<file path="config.mk">
export PLATFORM = sky130hd
export DESIGN_NAME = cmp_sched
export DESIGN_NICKNAME = d
export VERILOG_FILES = /design/src/rtl/cmp_pkg.sv /design/src/rtl/rr_arb2.sv /design/src/rtl/cmp_sched.sv
export SDC_FILE = /design/constraint.sdc
export NUM_CORES = 1
export LEC_CHECK = 0
export CAP_MARGIN = 20
export CORE_MARGIN = 3
export CORE_UTILIZATION = 35
export CTS_CLUSTER_SIZE = 24
export DETAILED_ROUTE_END_ITERATION = 8
export PLACE_DENSITY = 0.7
export SLEW_MARGIN = 20
export SYNTH_ARGS = -nofsm -noshare
export SYNTH_HDL_FRONTEND = slang
export SYNTH_HIERARCHICAL = 1
export SYNTH_SLANG_ARGS = --single-unit
</file>
<file path="constraint.sdc">
create_clock -name CLK -period 1.95 [get_ports CLK]
set_clock_uncertainty 0.05 [all_clocks]
set_input_delay 0.195 -clock CLK [delete_from_list [all_inputs] [get_ports CLK]]
set_output_delay 0.195 -clock CLK [all_outputs]
set_load 0.05 [all_outputs]
</file>
<file path="src/rtl/cmp_pkg.sv">
// Shared definitions for the comparator scheduler: op codes, FSM states and widths.
package cmp_pkg;

  localparam int CMP_W = 16;

  localparam logic [1:0] OP_EQ = 2'b01;
  localparam logic [1:0] OP_NE = 2'b10;

  typedef enum logic [1:0] {
    S_IDLE  = 2'd0,
    S_GRANT = 2'd1,
    S_RESP  = 2'd2
  } stateT;

  // Only EQ and NE select a comparator mode; 00 and 11 are rejected with err.
  function automatic logic opLegal(input logic [1:0] op);
    return (op == OP_EQ) || (op == OP_NE);
  endfunction

endpackage

</file>
<file path="src/rtl/rr_arb2.sv">
// Two-way round-robin arbiter, purely combinational; the caller owns the pointer.
module rr_arb2
  import cmp_pkg::*;
(
  input  logic [1:0] req,
  input  logic       last,
  output logic [1:0] gnt,
  output logic       gntIdx
);

  always_comb begin
    gnt    = 2'b00;
    gntIdx = 1'b0;
    unique case (req)
      2'b01: begin
        gnt    = 2'b01;
        gntIdx = 1'b0;
      end
      2'b10: begin
        gnt    = 2'b10;
        gntIdx = 1'b1;
      end
      2'b11: begin
        // On a tie the port that did not win last time goes next.
        gntIdx = ~last;
        gnt    = last ? 2'b01 : 2'b10;
      end
      default: begin
        gnt    = 2'b00;
        gntIdx = 1'b0;
      end
    endcase
  end

endmodule

</file>
<file path="src/rtl/cmp_sched.sv">
// Shares one equality comparator between two requesters: grant, drive one cycle,
// capture the result, then pulse done to the granted port.
module cmp_sched
  import cmp_pkg::*;
#(
  parameter int W       = CMP_W,
  parameter bit RR_INIT = 1'b1
) (
  input  logic         CLK,
  input  logic         RESET_N,
  input  logic         req0,
  input  logic [1:0]   op0,
  input  logic [W-1:0] a0,
  input  logic [W-1:0] b0,
  output logic         done0,
  output logic         res0,
  output logic         err0,
  input  logic         req1,
  input  logic [1:0]   op1,
  input  logic [W-1:0] a1,
  input  logic [W-1:0] b1,
  output logic         done1,
  output logic         res1,
  output logic         err1,
  output logic [W-1:0] cmp_a,
  output logic [W-1:0] cmp_b,
  output logic         cmp_eq,
  output logic         cmp_nq,
  input  logic         cmp_r,
  output logic         busy
);

  stateT        stateReg, stateNext;
  logic         lastReg;
  logic [1:0]   opReg;
  logic [W-1:0] aReg, bReg;
  logic [1:0]   resReg;
  logic [1:0]   doneVec, errVec;
  logic [1:0]   reqVec, arbGnt, selVec;
  logic         arbIdx, accept, opOk;

  assign reqVec = {req1, req0};
  assign accept = (stateReg == S_IDLE) && (|arbGnt);
  assign opOk   = opLegal(opReg);
  // lastReg doubles as the in-flight port index once an op is latched.
  assign selVec = {lastReg, ~lastReg};

  rr_arb2 uArb (
    .req    (reqVec),
    .last   (lastReg),
    .gnt    (arbGnt),
    .gntIdx (arbIdx)
  );

  always_ff @(posedge CLK or negedge RESET_N) begin
    if (!RESET_N) begin
      stateReg <= S_IDLE;
    end else begin
      stateReg <= stateNext;
    end
  end

  always_comb begin
    stateNext = stateReg;
    unique case (stateReg)
      S_IDLE:  if (|arbGnt) stateNext = S_GRANT;
      S_GRANT: stateNext = S_RESP;
      S_RESP:  stateNext = S_IDLE;
      default: stateNext = S_IDLE;
    endcase
  end

  always_ff @(posedge CLK or negedge RESET_N) begin
    if (!RESET_N) begin
      lastReg <= RR_INIT;
      opReg   <= 2'b00;
      aReg    <= '0;
      bReg    <= '0;
    end else if (accept) begin
      lastReg <= arbIdx;
      opReg   <= arbIdx ? op1 : op0;
      aReg    <= arbIdx ? a1 : a0;
      bReg    <= arbIdx ? b1 : b0;
    end
  end

  generate
    for (genvar gi = 0; gi < 2; gi++) begin : genRes
      always_ff @(posedge CLK or negedge RESET_N) begin
        if (!RESET_N) begin
          resReg[gi] <= 1'b0;
        end else if ((stateReg == S_GRANT) && selVec[gi]) begin
          resReg[gi] <= opOk & cmp_r;
        end
      end
    end
  endgenerate

  // Mode selects come straight from a one-hot decode of opReg, so they can never overlap.
  always_comb begin
    cmp_a   = '0;
    cmp_b   = '0;
    cmp_eq  = 1'b0;
    cmp_nq  = 1'b0;
    busy    = 1'b0;
    doneVec = 2'b00;
    errVec  = 2'b00;
    unique case (stateReg)
      S_GRANT: begin
        busy   = 1'b1;
        cmp_a  = aReg;
        cmp_b  = bReg;
        cmp_eq = (opReg == OP_EQ);
        cmp_nq = (opReg == OP_NE);
      end
      S_RESP: begin
        busy    = 1'b1;
        doneVec = selVec;
        errVec  = selVec & {2{~opOk}};
      end
      default: begin
        busy = 1'b0;
      end
    endcase
  end

  assign done0 = doneVec[0];
  assign done1 = doneVec[1];
  assign err0  = errVec[0];
  assign err1  = errVec[1];
  assign res0  = resReg[0];
  assign res1  = resReg[1];

endmodule

</file>
* Word level (Yosys, flattened, before mapping)
Index checks and enable logic that the tools add are counted.
** Storage, ports and cells
- Output and inout bits :: 41
- Bits of input ports :: 73
- Register bits :: 39
- Logic and storage cells :: 41
** Cells by class
- Eq/ne operators :: 8
- Mux-type cells :: 15
- Reduce and logical (&&, ||, !) cells :: 7
- Bitwise gates (word level) :: 4
** Operators by type and width (count)
- $mux W16 :: 4
- $mux W2 :: 5
- $eq A2 B2 Y1 const B :: 4
- $eq A2 B1 Y1 const B :: 3
- $pmux W2 S3 :: 1
- $pmux W2 S2 :: 1
- $reduce_or A2 Y1 :: 2
- $logic_and A1 B1 Y1 :: 3
- $mux W1 :: 3
- $and A2 B2 Y2 :: 1
- $logic_not A2 Y1 :: 1
- $ne A2 B1 Y1 const B :: 1
- $not A1 Y1 :: 2
- $pmux W1 S2 :: 1
- $and A1 B1 Y1 :: 1
- $logic_or A1 B1 Y1 :: 1

* Logic depth before layout (Yosys ltp)
- Depth in word-level cells :: 5
- Mapped depth :: 5
- Mapped depth without buffers :: 4

* Modules after synthesis
The synthesis kept the hierarchy.
** By module, submodules not included
- cmp_sched :: cells an instance 178, area each 2376.0 sq um, instances 1, sequential area each 977.2 sq um
- rr_arb2 :: cells an instance 4, area each 26.3 sq um, instances 1, sequential area each 0.0 sq um

* Least setup slack after synthesis
Ideal clock, no wire load.
- Path kind :: register -> register
- Start :: register lastReg
- End :: register aReg[13]
- Library setup time :: 0.125 ns
- Path slack :: 0.235 ns
- Cell stages (with the launch flop) :: 5
- Buffers on the path :: 1
- Data arrival time :: 1.540 ns
- Clock period less this slack :: 1.715 ns
- Path through :: dfstp_2 > a21boi_0 > o21ai_4 > buf_4 > mux2_2
** On the way
- Longest elaborated chain between the ends :: 4
- Elaborated cells between the ends (all ways) :: 7
- Classes of those cells :: 4 x mux; 1 x bitwise; 2 x reduce/logical
** Ends and longest elaborated chain
- start, declared :: line cmp_sched.sv:34 : logic lastReg;
- start signal, assigned :: line cmp_sched.sv:80 : lastReg <= arbIdx;
- $mux W2 :: line rr_arb2.sv:26 : gnt = last ? 2'b01 : 2'b10;
- $pmux W2 S3 :: line rr_arb2.sv:14 : unique case (req)
- net arbGnt[1] :: line cmp_sched.sv:39 : logic [1:0] reqVec, arbGnt, selVec;
- $reduce_or A2 Y1 :: line cmp_sched.sv:43 : assign accept = (stateReg == S_IDLE) && (|arbGnt);
- $logic_and A1 B1 Y1 :: line cmp_sched.sv:43
- end signal, assigned :: line cmp_sched.sv:82 : aReg <= arbIdx ? a1 : a0;
- end, declared :: line cmp_sched.sv:36 : logic [W-1:0] aReg, bReg;
The timed path passes the listed nets, and every way through them passes these cells.
A chain may end at the register's enable or synchronous reset.

* Worst setup path in the final report
- Start :: register stateReg[1]
- End :: output cmp_b[15]
** On the way
- Longest elaborated chain between the ends :: 2
** Ends and longest elaborated chain
- start, declared :: line cmp_sched.sv:33 : stateT stateReg, stateNext;
- start signal, assigned :: line cmp_sched.sv:59 : stateReg <= stateNext;
- $eq A2 B1 Y1 :: line cmp_sched.sv:108 : unique case (stateReg)
- $mux W16 :: line cmp_sched.sv:108
- end, declared :: line cmp_sched.sv:26 : output logic [W-1:0] cmp_b,
No other way between the ends.

==> results.sh <==
export IMPL_status="finished clean"
export IMPL_grt_max_degree=33
export IMPL_fmax_mhz=549.7
export IMPL_coreArea_um2=6495
export IMPL_synth_cells=182
export IMPL_row_count=29
export IMPL_ys_ff_latch=39
export IMPL_fin_nets=381
export IMPL_clk_path_buf_depth=2
export IMPL_synth_distinct_cells=21
export IMPL_io_pin_count=114
export IMPL_syn_cell_area_um2=2402
export IMPL_multi_input_area_um2=1334
export IMPL_pwr_share_clk_pct=7.9
export IMPL_period_share_pct=93.29
export IMPL_start_util_pct=36.99
export IMPL_p_int_mw=3.762
export IMPL_ys_warn_count=6
export IMPL_whs_ps=442.7
export IMPL_dr_pass1_iters=2
export IMPL_place_ws_ps=-25.15
export IMPL_via_per_inst=4.659
export IMPL_dp_hpwl_um=4499
export IMPL_synth_mux_area_share_pct=38.23
export IMPL_reg2reg_slack_ps=140
export IMPL_cts_tree="done"
export IMPL_sw_frac_of_total_pct=41.95
export IMPL_worstSetupPathType="reg -> out"
export IMPL_layout_area_seq_um2=977.2
export IMPL_hold_viol=0
export IMPL_drcViolationCount=0
export IMPL_avgSynthCellArea_um2=13.20
export IMPL_grt_ovfl_total=0
export IMPL_p_switching_mw=2.719
export IMPL_ant_nets=0
export IMPL_wl_per_cell_um=14.80
export IMPL_vias=1761
export IMPL_first_iter_violations=26
export IMPL_numClockSinks=39
export IMPL_synth_seq_area_share_pct=40.68
export IMPL_tightest_slew_ps=708.8
export IMPL_post_dp_cell_area_um2=3993
export IMPL_setup_viol=0
export IMPL_antennaDiodeCount=0
export IMPL_drt_wl_total_um=5593
export IMPL_synth_fa_ha_area_share_pct=4.167
export IMPL_grt_pass1_wl_um=8680
export IMPL_power_density_nw_per_um2=1584
export IMPL_seqPwrFrac_pct=22.3
export IMPL_synth_compound_area_share_pct=1.615
export IMPL_syn_to_final_growth_pct=70.36
export IMPL_grt_pass1_vias=1860
export IMPL_gp_congestion=0.6764
export IMPL_arrival_ps=1570
export IMPL_worstSetupStartpointType="flop"
export IMPL_rsz0062_at_grt="false"
export IMPL_cp_end_kind="output pin"
export IMPL_final_area_um2=4093
export IMPL_grt_total_usage_pct=14.56
export IMPL_synth_top_family_by_area="multiplexers"
export IMPL_port_buffer_count=113
export IMPL_syn_nets=263
export IMPL_ir_drop_uv=997.6
export IMPL_synth_simple_area_share_pct=10.94
export IMPL_max_slew_margin_pct=52.75
export IMPL_hp_class="in -> async"
export IMPL_die_x_um=88.85
export IMPL_worstPathMaxFanout=22
export IMPL_worstPathRequired_ps=1700
export IMPL_fin_util_pct=63.01
export IMPL_fillCellCount=519
export IMPL_dieArea_um2=7893
export IMPL_synthXorXnorAreaFrac_pct=0
export IMPL_htree_levels=2
export IMPL_clock_latency_ps=280
export IMPL_cts_root_buf="clkbuf_8"
export IMPL_layout_drive_gt1_share_pct=41.20
export IMPL_maxSlewViolCount=0
export IMPL_clk_pin_slew_ps=70
export IMPL_die_y_um=88.85
export IMPL_layout_setup_ws_ps=130.9
export IMPL_combPwrFrac_pct=69.8
export IMPL_cap_viol_max_count=0
export IMPL_antenna_found_initial=0
export IMPL_p_leak_nw=1.794
export IMPL_numCtsBuffers=5
export IMPL_fin_crit_ps=1819
[layer usage]
layer	part of all wire (%)	vias to the layer above	track usage, %	wire [µm]
met1	38	837	15.63	2137
met3	11	4	7.542	614
met4	0.68	0	4.533	38
met2	50	66	24.83	2803
li1	-	854	-	-
met5	0	-	0	0
[power by group through the flow]
stage | sequential, mW | combinational, mW | clock (mW)
2_1_floorplan | 1.44 | 2.58 | 0
3_3_place_gp | 1.43 | 4.50 | 0
3_5_place_dp | 1.46 | 4.56 | 0
4_1_cts | 1.45 | 4.57 | 0.539
5_1_grt | 1.51 | 4.76 | 0.583
6_report | 1.45 | 4.52 | 0.514
[kinds of logic after synthesis]
kind of cell,count (synthesis)
compound gates,4
fa+ha+maj,8
buf+inv,15
flops,39
mux,73
simple gates,43
[sequential cells by signal, indices dropped and copies added (netlist names)]
| register | count |
|---|---|
| bReg | 16 |
| opReg | 2 |
| res1 | 1 |
| aReg | 16 |
| res0 | 1 |
| stateReg | 2 |
| lastReg | 1 |
[final cells by class]
cell class	count	share of cell area, %
Timing Repair Buffer	121	38.76
Multi-Input combinational cell	128	32.59
Sequential cell	39	23.88
Tap cell	77	2.354
Clock buffer	8	1.957
Inverter	5	0.4586
[through the flow]
stage / TNS (ps) / cells / power (mW)
floorplan: 0 / 182 / 4.019
global placement: 0 / 369 / 5.931
detailed placement: -75.98 / 369 / 6.018
CTS: 0 / 378 / 6.554
global route: 0 / 378 / 6.850
finish: 0 / 378 / 6.481
[layout by cell type (no fill, tap or decap)]
| cell | netlist | final |
|---|---|---|
| clkdlybuf4s50_1 | 0 | 73 |
| mux2_2 | 41 | 41 |
| buf_12 | 0 | 39 |
| dfrtp_1 | 38 | 38 |
| and2_1 | 35 | 35 |
| mux2_4 | 27 | 27 |
| ha_1 | 8 | 7 |
| buf_4 | 3 | 6 |
| inv_1 | 5 | 5 |
| clkbuf_8 | 0 | 5 |
| mux2i_1 | 4 | 4 |
| nor2b_1 | 3 | 3 |
| clkbuf_1 | 3 | 3 |
| nand2_1 | 2 | 2 |
| nor2_1 | 1 | 1 |
| and3_1 | 1 | 1 |
| o21ai_4 | 1 | 1 |
| nor3b_1 | 1 | 1 |
| mux2_1 | 1 | 1 |
| ha_2 | 0 | 1 |
| dlygate4sd3_1 | 0 | 1 |
| buf_2 | 0 | 1 |
| dfstp_2 | 1 | 1 |
| buf_8 | 2 | 1 |
| a21boi_4 | 0 | 1 |
| a21boi_1 | 1 | 1 |
| a21boi_0 | 2 | 1 |
[cells in the mapped netlist]
library cell,instances,area [µm²]
o21ai_4,1,16.27
nor3b_1,1,7.510
a21boi_0,2,15.01
mux2_2,41,461.7
clkbuf_1,3,11.26
and3_1,1,6.260
nor2_1,1,3.750
dfrtp_1,38,950.9
buf_6,2,22.52
and2_1,35,219.0
a21boi_1,1,7.510
ha_1,8,100.1
buf_4,3,22.52
buf_8,2,30.03
nor2b_1,3,18.77
mux2_1,1,11.26
mux2i_1,4,40.04
inv_1,5,18.77
dfstp_2,1,26.28
mux2_4,27,405.4
nand2_1,2,7.510
[worst paths after layout]
path,from,endpoint,cells past startpoint
min in group CLK,bReg[1]$_DFFE_PN0P_,bReg[1]$_DFFE_PN0P_,1
worst min-delay path,RESET_N,stateReg[1]$_DFFE_PN0P_,2
worst min register to register,bReg[1]$_DFFE_PN0P_,bReg[1]$_DFFE_PN0P_,1
max in group asynchronous,RESET_N,aReg[13]$_DFFE_PN0P_,3
worst max-delay path,stateReg[1]$_DFFE_PN0P_,cmp_b[15],5
worst max register to register,lastReg$_DFFE_PN1P_,aReg[4]$_DFFE_PN0P_,4
[what timing repair did]
action                     4_1_cts  5_1_grt
gates resized for setup          0        3
hold endpoints to repair        30        0
setup buffers                    0        0
setup endpoints to repair        0       22
hold buffers                     1        0
[critical path, stage by stage (launching register included)]
cell,delay (ps)
dfrtp_1,420
inv_1,130
ha_2,210
buf_8,160
and2_1,200
buf_12,150
No activity file was read; power rests on OpenSTA's default activity.
